## src/rtl/wb_stage_pipe_if.sv

```systemverilog
// rtl/wb_stage_pipe_if.sv - MEM/WB stage bus: memory-stage inputs, control and writeback outputs
interface wb_stage_pipe_if #(
    parameter int DATA_W     = 32,
    parameter int REG_ADDR_W = 5,
    parameter int CNT_W      = 32
) ();
    logic                  mem_valid;
    logic                  wb_stall;
    logic                  wb_flush;
    logic                  mem_regwrite;
    logic [1:0]            mem_wbsel;
    logic [1:0]            mem_ldsize;
    logic                  mem_ldsigned;
    logic [2:0]            mem_addr_lo;
    logic [DATA_W-1:0]     mem_read_data;
    logic [DATA_W-1:0]     mem_alu_result;
    logic [DATA_W-1:0]     mem_link_pc;
    logic [REG_ADDR_W-1:0] mem_dest;
    logic                  wb_valid;
    logic                  wb_regwrite;
    logic [REG_ADDR_W-1:0] wb_dest;
    logic [DATA_W-1:0]     wb_writedata;
    logic [CNT_W-1:0]      retire_count;

    // Pipeline side driving the memory-stage results into the WB register
    modport master (
        output mem_valid, wb_stall, wb_flush, mem_regwrite, mem_wbsel, mem_ldsize,
               mem_ldsigned, mem_addr_lo, mem_read_data, mem_alu_result, mem_link_pc, mem_dest,
        input  wb_valid, wb_regwrite, wb_dest, wb_writedata, retire_count
    );

    // WB stage itself
    modport slave (
        input  mem_valid, wb_stall, wb_flush, mem_regwrite, mem_wbsel, mem_ldsize,
               mem_ldsigned, mem_addr_lo, mem_read_data, mem_alu_result, mem_link_pc, mem_dest,
        output wb_valid, wb_regwrite, wb_dest, wb_writedata, retire_count
    );
endinterface

```

## src/rtl/wb_stage_pipe.sv

```systemverilog
// rtl/wb_stage_pipe.sv - MEM/WB pipeline register with load formatting, writeback select and retire counter
module wb_stage_pipe #(
    parameter int DATA_W     = 32,
    parameter int REG_ADDR_W = 5,
    parameter int CNT_W      = 32
) (
    input  logic           clk,
    input  logic           rst,
    wb_stage_pipe_if.slave bus
);
    // Load extraction is done on a 64-bit view so one datapath serves both widths;
    // the result is truncated back to DATA_W.
    logic [63:0]             w_rd64;
    logic [2:0]              w_lane;
    logic [1:0]              w_half;
    logic                    w_word_sel;
    logic [63:0]             w_shift;
    logic [63:0]             w_ld64;
    logic [DATA_W-1:0]       w_load;
    logic [DATA_W-1:0]       w_wdata;
    logic                    w_regwrite;

    logic                    r_wb_valid;
    logic                    r_wb_regwrite;
    logic [REG_ADDR_W-1:0]   r_wb_dest;
    logic [DATA_W-1:0]       r_wb_writedata;
    logic [CNT_W-1:0]        r_retire_count;

    // Select the addressed byte/half/word lane and extend it to the datapath width
    always_comb begin
        w_rd64                = '0;
        w_rd64[DATA_W-1:0]    = bus.mem_read_data;
        // On a 32-bit datapath the upper address bit names no lane and is masked off
        w_lane     = (DATA_W == 32) ? {1'b0, bus.mem_addr_lo[1:0]} : bus.mem_addr_lo;
        w_half     = w_lane[2:1];
        w_word_sel = (DATA_W == 64) && bus.mem_addr_lo[2];
        w_shift    = w_rd64;
        w_ld64     = w_rd64;
        case (bus.mem_ldsize)
            2'b00: begin
                w_shift = w_rd64 >> {w_lane, 3'b000};
                w_ld64  = {{56{bus.mem_ldsigned & w_shift[7]}}, w_shift[7:0]};
            end
            2'b01: begin
                w_shift = w_rd64 >> {w_half, 4'b0000};
                w_ld64  = {{48{bus.mem_ldsigned & w_shift[15]}}, w_shift[15:0]};
            end
            2'b10: begin
                w_shift = w_rd64 >> {w_word_sel, 5'b00000};
                w_ld64  = {{32{bus.mem_ldsigned & w_shift[31]}}, w_shift[31:0]};
            end
            default: begin
                w_shift = w_rd64;
                w_ld64  = w_shift;
            end
        endcase
        w_load = w_ld64[DATA_W-1:0];
    end

    // Writeback source mux and register-write qualification ($0 is never written)
    always_comb begin
        case (bus.mem_wbsel)
            2'b01:   w_wdata = w_load;
            2'b10:   w_wdata = bus.mem_link_pc;
            default: w_wdata = bus.mem_alu_result;
        endcase
        w_regwrite = bus.mem_valid & bus.mem_regwrite & (bus.mem_dest != '0);
    end

    // Pipeline register: flush beats stall beats capture; retire counts captured valid slots
    always_ff @(posedge clk or negedge rst) begin
        if (!rst) begin
            r_wb_valid     <= 1'b0;
            r_wb_regwrite  <= 1'b0;
            r_wb_dest      <= '0;
            r_wb_writedata <= '0;
            r_retire_count <= '0;
        end else if (bus.wb_flush) begin
            r_wb_valid    <= 1'b0;
            r_wb_regwrite <= 1'b0;
        end else if (!bus.wb_stall) begin
            r_wb_valid     <= bus.mem_valid;
            r_wb_regwrite  <= w_regwrite;
            r_wb_dest      <= bus.mem_dest;
            r_wb_writedata <= w_wdata;
            if (bus.mem_valid) begin
                r_retire_count <= r_retire_count + CNT_W'(1);
            end
        end
    end

    assign bus.wb_valid     = r_wb_valid;
    assign bus.wb_regwrite  = r_wb_regwrite;
    assign bus.wb_dest      = r_wb_dest;
    assign bus.wb_writedata = r_wb_writedata;
    assign bus.retire_count = r_retire_count;
endmodule

```

## src/flat_wrapper.sv

```systemverilog
// flat-port wrapper written by rule: the top's interface ports become plain ports
module wb_stage_pipe_flat 
#(
    parameter int DATA_W     = 32,
    parameter int REG_ADDR_W = 5,
    parameter int CNT_W      = 32
)
  (clk, rst, bus_mem_valid, bus_wb_stall, bus_wb_flush, bus_mem_regwrite, bus_mem_wbsel, bus_mem_ldsize, bus_mem_ldsigned, bus_mem_addr_lo, bus_mem_read_data, bus_mem_alu_result, bus_mem_link_pc, bus_mem_dest, bus_wb_valid, bus_wb_regwrite, bus_wb_dest, bus_wb_writedata, bus_retire_count);
  wb_stage_pipe_if #(.DATA_W(DATA_W), .REG_ADDR_W(REG_ADDR_W), .CNT_W(CNT_W)) bus_i ();
  input  logic clk;
  input  logic rst;
  input wire logic [$bits(bus_i.mem_valid)-1:0] bus_mem_valid;
  input wire logic [$bits(bus_i.wb_stall)-1:0] bus_wb_stall;
  input wire logic [$bits(bus_i.wb_flush)-1:0] bus_wb_flush;
  input wire logic [$bits(bus_i.mem_regwrite)-1:0] bus_mem_regwrite;
  input wire logic [$bits(bus_i.mem_wbsel)-1:0] bus_mem_wbsel;
  input wire logic [$bits(bus_i.mem_ldsize)-1:0] bus_mem_ldsize;
  input wire logic [$bits(bus_i.mem_ldsigned)-1:0] bus_mem_ldsigned;
  input wire logic [$bits(bus_i.mem_addr_lo)-1:0] bus_mem_addr_lo;
  input wire logic [$bits(bus_i.mem_read_data)-1:0] bus_mem_read_data;
  input wire logic [$bits(bus_i.mem_alu_result)-1:0] bus_mem_alu_result;
  input wire logic [$bits(bus_i.mem_link_pc)-1:0] bus_mem_link_pc;
  input wire logic [$bits(bus_i.mem_dest)-1:0] bus_mem_dest;
  output wire logic [$bits(bus_i.wb_valid)-1:0] bus_wb_valid;
  output wire logic [$bits(bus_i.wb_regwrite)-1:0] bus_wb_regwrite;
  output wire logic [$bits(bus_i.wb_dest)-1:0] bus_wb_dest;
  output wire logic [$bits(bus_i.wb_writedata)-1:0] bus_wb_writedata;
  output wire logic [$bits(bus_i.retire_count)-1:0] bus_retire_count;
  assign bus_i.mem_valid = bus_mem_valid;
  assign bus_i.wb_stall = bus_wb_stall;
  assign bus_i.wb_flush = bus_wb_flush;
  assign bus_i.mem_regwrite = bus_mem_regwrite;
  assign bus_i.mem_wbsel = bus_mem_wbsel;
  assign bus_i.mem_ldsize = bus_mem_ldsize;
  assign bus_i.mem_ldsigned = bus_mem_ldsigned;
  assign bus_i.mem_addr_lo = bus_mem_addr_lo;
  assign bus_i.mem_read_data = bus_mem_read_data;
  assign bus_i.mem_alu_result = bus_mem_alu_result;
  assign bus_i.mem_link_pc = bus_mem_link_pc;
  assign bus_i.mem_dest = bus_mem_dest;
  assign bus_wb_valid = bus_i.wb_valid;
  assign bus_wb_regwrite = bus_i.wb_regwrite;
  assign bus_wb_dest = bus_i.wb_dest;
  assign bus_wb_writedata = bus_i.wb_writedata;
  assign bus_retire_count = bus_i.retire_count;
  wb_stage_pipe #(.DATA_W(DATA_W), .REG_ADDR_W(REG_ADDR_W), .CNT_W(CNT_W)) u_core (.clk(clk), .rst(rst), .bus(bus_i));
endmodule
```

## config.mk

```make
export PLATFORM = sky130hd
export DESIGN_NAME = wb_stage_pipe_flat
export DESIGN_NICKNAME = d
export VERILOG_FILES = /design/src/rtl/wb_stage_pipe_if.sv /design/src/rtl/wb_stage_pipe.sv /design/src/flat_wrapper.sv
export SDC_FILE = /design/constraint.sdc
export NUM_CORES = 1
export LEC_CHECK = 0
export ABC_CLOCK_PERIOD_IN_PS = 5000
export BUFFER_PORTS_ARGS = -buffer_cell sky130_fd_sc_hd__buf_4
export CAP_MARGIN = 10
export CORE_ASPECT_RATIO = 0.75
export CORE_UTILIZATION = 40
export CTS_BUF_LIST = sky130_fd_sc_hd__clkbuf_8 sky130_fd_sc_hd__clkbuf_16
export DETAILED_ROUTE_END_ITERATION = 12
export PLACE_DENSITY = 0.69
export SLEW_MARGIN = 10
export SYNTH_ARGS = -nofsm -noshare
export SYNTH_HDL_FRONTEND = slang
export SYNTH_SLANG_ARGS = --single-unit
```

## constraint.sdc

```tcl
create_clock -name clk -period 5 [get_ports clk]
set_input_delay 0.5 -clock clk [delete_from_list [all_inputs] [get_ports clk]]
set_output_delay 0.5 -clock clk [all_outputs]
set_load 0.005 [all_outputs]
```

# After elaboration in Yosys (flattened, before gate mapping)
# Cells that the tools add are included.
[totals]
register_bits = 71
in_bits = 115
output_inout_bits = 71
word_cells = 29
[classes]
add_sub_neg = 1
eq_ne = 5
n_shift = 2
mux = 6
bitwise = 6
reduce_logical = 4
[op_table]
columns = ["cell", "n"]
rows = [
  ["one-hot mux 32 bit (3 select lines)", 1],
  ["one-hot mux 32 bit (2 select lines)", 1],
  ["adder 32 x 1 -> 32 bit, second input constant", 1],
  ["right shift 32 x 5 -> 16 bit", 1],
  ["right shift 32 x 5 -> 8 bit", 1],
  ["nonzero test 5 bit", 1],
  ["AND 1 bit", 4],
  ["== test 2 x 1 -> 1 bit, second input constant", 2],
  ["== test 2 bit, second input constant", 2],
  ["two-way mux 1 bit", 4],
  ["AND reduction 3 bit", 1],
  ["zero test 2 bit", 1],
  ["!= test 2 x 1 -> 1 bit, second input constant", 1],
  ["inverter 1 bit", 2],
  ["AND reduction 2 bit", 1],
]

# Depth between registers and ports, before layout
[logic_depth]
word_depth = 4
ltp_mapped = 8
ltp_nobuf = 6

# Least setup slack after synthesis
# Ideal clock, no wire load.
[synth_timing]
kind = "input-to-reg"
from = "input bus_wb_flush"
to = "register u_core.r_retire_count[31], in the netlist u_core.bus.retire_count[31]"
setup_time_ns = 0.123
arrival_time_ns = 1.948
t_required_ns = 4.877
setup_slack_ns = 2.930
stages = 5
n_path_buf = 1
path_cell_list = "or3b_1 -> buf_6 -> nor4_4 -> or4b_1 -> xnor2_1"
[synth_between]
elab_chain_cells = 2
[synth_rtl]
columns = ["element", "line", "text"]
rows = [
  ["start: declaration", "flat_wrapper.sv:14", "input wire logic [$bits(bus_i.wb_flush)-1:0] bus_wb_flush;"],
  ["inverter 1 bit (no line)", "n/a", ""],
  ["AND reduction 3 bit (no line)", "n/a", ""],
  ["end signal: assignment", "wb_stage_pipe.sv:87", "r_retire_count <= r_retire_count + CNT_W'(1);"],
  ["end: declaration", "wb_stage_pipe.sv:27", "logic [CNT_W-1:0] r_retire_count;"],
]
# No other way between the ends.
# A chain may end at the register's enable or synchronous reset.

# Worst setup path in the final report
[layout_timing]
from = "input bus_mem_wbsel[0]"
to = "register u_core.r_wb_writedata[8], in the netlist u_core.bus.wb_writedata[8]"
[layout_between]
elab_chain_cells = 2
word_cells_on_any_way = 3
classes_between = "2 x eq/ne; 1 x mux"
[layout_rtl]
columns = ["element", "line", "text"]
rows = [
  ["start: declaration", "flat_wrapper.sv:16", "input wire logic [$bits(bus_i.mem_wbsel)-1:0] bus_mem_wbsel;"],
  ["== test 2 bit / == test 2 x 1 -> 1 bit (equally long branches)", "wb_stage_pipe.sv:62", "case (bus.mem_wbsel)"],
  ["one-hot mux 32 bit (2 select lines) *", "wb_stage_pipe.sv:62", ""],
  ["end signal: assignment", "wb_stage_pipe.sv:85", "r_wb_writedata <= w_wdata;"],
  ["end: declaration", "wb_stage_pipe.sv:26", "logic [DATA_W-1:0] r_wb_writedata;"],
]
# Every way passes the cells marked *; elsewhere a longest branch is shown, timed or not.

==> results by group <==
Logic synthesis
  – Post-Syn Instances: roughly 490
  – Number of flops mapped to enable cells by yosys: 0
  – Yosys reg bits: between 70 and 80
  – Warnings from Yosys: 0
  – Yosys cell types: between 40 and 50
  – Most used DFF post-synth: dfrtp_1
  – Share of flip-flops with an asynchronous set or reset: 100%
  – Sequential cell area fraction in the yosys report: a little over two fifths
  – Mean post-synth cell area: between 8 and 9 um^2
  – Syn nets: slightly above 600
  – Netlist Area Pre-Place: between 4000 and 5000 um^2

Setup path
  – Critical R2R Launch: u_core.bus.retire_count[4]
  – Crit-path max FO: 44
  – Critical-path top delay cell: buf_4
  – Worst path cell trace: buf_4 -> inv_1 -> ha_1 -> buf_4 -> inv_1 -> buf_4 -> o21ai_0 -> a21boi_0 -> a31oi_1
  – CP Launch Type: input pin
  – Critical path depth: 9
  – Crit path DAT: approximately 2.4 ns
  – Kind of critical path: in -> reg
  – Req. time, crit path: 5.20 ns
  – Max incr delay on CP: ~0.39 ns
  – FF-to-FF path depth: 4
  – CP Buf/Inv Count: 5
  – CP endpoint kind: register
  – Crit path from: bus_mem_wbsel[0]
  – Critical path's top delay family: buffers and inverters
  – Cell mode on critical path: buf_4

Placed design
  – GP Congestion: 0.899
  – I/O Buffers: 184
  – DP Wirelength: ~10000 um

STA
  – Relative slew slack: between 30 and 40%
  – TNS Setup: 0 ns
  – Hold_ws: around 0.29 ns
  – Achievable Freq: between 400 and 500 MHz
  – Worst-margin pin slew: ~1 ns
  – Final setup viols: 0
  – Period minus WS final: around 2.2 ns
  – RSZ-0062 raised after global routing: false
  – Final Hold Fails: 0
  – Final Cycle Share: 44.6%
  – Max Slew Vio Count: 0
  – Clock Skew: approximately 0.0057 ns

Floorplanning
  – DIE WIDTH: around 120 um
  – Die footprint: roughly 11000 um^2
  – Chip height: 91.4 um
  – Starting Density: 41.3%
  – # rows: 32
  – CORE AREA: between 10000 and 15000 um^2
  – Top Ports: around 190

Run status
  – Status: complete, no violations

Drt
  – Routed len/inst: ~18 um
  – DRC: 0
  – Post-Route WL: approximately 14000 um
  – Drt pass-1 iters: 4
  – Vias per std cell: approximately 5.7
  – Number of routed nets with antenna violations: 0
  – Starting DRT DRC Count: 243
  – Vias: between 4000 and 5000

CTS
  – Clock buffer depth: 2
  – Clk root buf: clkbuf_16
  – PostCTS Resize Cnt: 0
  – CTS Sinks: between 70 and 80
  – Clock transition at the registers of the reported paths: 0.06 ns
  – Worst-Skew Late Latency: approximately 0.33 ns
  – Num CTS Buffers: 9
  – Hold_buf cts: 0
  – Post-CTS Setup Bufs: 0
  – Clock tree from TritonCTS: yes
  – H-tree Lvls: 3

Power and ir drop
  – Overall power: 1.76 mW
  – Clock power share: around 37%
  – Switch share: 29.2%
  – Int Power: 1.24 mW
  – Flop pwr share: between 40 and 50%
  – Power Density: roughly 290 nW/um^2
  – Logic pwr share: 23.1%
  – Leak: roughly 2.7 nW
  – Max VDD drop: 136 uV
  – Total net switching power: 514 uW

Final layout
  – Antenna Diode Count: 0
  – Final Net Count: 773
  – Layout cells sized above 1: about 34%
  – Fill cell total of the finished layout: between 900 and 1000
  – Area Overhead vs Synth: 41.6%

Global route
  – Remaining Overflow, GRT: 0
  – Met3 usage: under 10%
  – Grt peak-use layer: met2
  – Total track usage: 26.1%
  – Global-route wire length before repair: ~22000 um
  – Vias in the first global route: approximately 4400
  – Initial antenna violation count: 0
  – Largest net degree at the start of global routing: 72
  – GR Util met2: 41.6%
  – Grt met1 use: 35.0%

Worst hold path
  – Hold WC Path Type: in -> async

Flow run
  – Max Cap Violations: 0
## cells in the mapped netlist, drive strengths merged (6+ instances only)
cell / n / share of area, %
nor2: 17 / 1.5
inv: 7 / 0.62
a221oi: 8 / 1.6
o221ai: 8 / 1.6
nand4: 14 / 2.1
o21ai: 63 / 7.4
o22ai: 7 / 1.0
o2bb2ai: 15 / 3.1
a31oi: 8 / 1.2
dfrtp: 71 / 42
nand2: 89 / 7.8
xnor2: 25 / 5.1
o211ai: 20 / 3.5
a21oi: 11 / 1.3
clkbuf: 29 / 2.6
xor2: 6 / 1.2
mux2: 8 / 2.1
nor3b: 7 / 1.2
o221a: 7 / 1.8
nand3: 11 / 1.3
nor3: 6 / 0.70
a21boi: 7 / 1.2
## sequential cells by signal (all words and copies together), names as in the netlist
signal,flops
u_core.bus.retire_count,32
u_core.bus.wb_valid,1
u_core.bus.wb_dest,5
u_core.bus.wb_regwrite,1
u_core.bus.wb_writedata,32
## cell families after synthesis
group / Yosys count / synth area share [%]
AO/OA/AOI/OAI: 158 / 24.6
flip-flops: 71 / 41.6
adder cells (fa/ha/maj): 3 / 0.880
XOR/XNOR: 31 / 6.36
multiplexers: 12 / 3.05
AND/OR/NAND/NOR: 171 / 19.6
buffers and inverters: 41 / 3.84
## routing by layer
| metal | wire length (um) | part of all wire, % | vias to the layer above |
|---|---|---|---|
| li1 | - | - | 2134 |
| met2 | 6680 | 47 | 211 |
| met5 | 0 | 0 | - |
| met4 | 213 | 1.5 | 0 |
| met1 | 6200 | 43 | 2166 |
| met3 | 1220 | 8.5 | 20 |
## placed cells by master, fill, tap and decap left out, types with 9 or more instances in the layout
cell / count
nand2_1: 89
dfrtp_1: 71
nand4_1: 14
buf_4: 189
o2bb2ai_1: 15
clkbuf_16: 9
o211ai_1: 20
o21ai_0: 60
nor2_1: 16
a21oi_1: 11
xnor2_1: 25
nand3_1: 11
## power by group through the flow
stage	Sequential (mW)	Clock, mW	Combinational (mW)
finish	0.705	0.647	0.407
CTS	0.703	0.658	0.408
global placement	0.710	0	0.400
detailed placement	0.712	0	0.408
floorplan	0.706	0	0.160
global route	0.716	0.678	0.448
## layout make-up
type | instances | area [um^2] | area share, %
Timing Repair Buffer | 190 | 1420 | 23.6
Sequential cell | 71 | 1780 | 29.4
Multi-Input combinational cell | 375 | 2340 | 38.7
Clock inverter | 7 | 73.8 | 1.22
Inverter | 8 | 30.0 | 0.497
Clock buffer | 9 | 225 | 3.73
Tap cell | 136 | 170 | 2.82
## worst paths after layout
path / slack (ns) / end
max: 2.77 / u_core.bus.wb_writedata[8]
min: 0.29 / u_core.bus.wb_dest[2]
max reg2reg: 2.93 / u_core.bus.retire_count[31]
min reg2reg: 0.47 / u_core.bus.retire_count[31]
max in group asynchronous: 4.08 / u_core.bus.wb_writedata[8]
min in group clk: 0.37 / u_core.bus.wb_dest[4]
## worst reg2reg max path, stage by stage (launching register included)
cell and delay [ns]:
dfrtp_1 0.45, nand4_1 0.22, or4_1 0.63, or4b_1 0.52, xnor2_1 0.14
## through the flow
step	std cells	setup WS (ns)	util (%)	instance area, um^2
final	796	2.77	58.5	6040
after global routing	796	2.60	58.5	6040
after CTS	794	2.64	58.3	6020
after detailed placement	778	2.31	55.4	5720
after global placement	778	2.37	55.4	5720
after floorplan	487	2.93	-	4270
No activity file was read; power rests on OpenSTA's default activity.
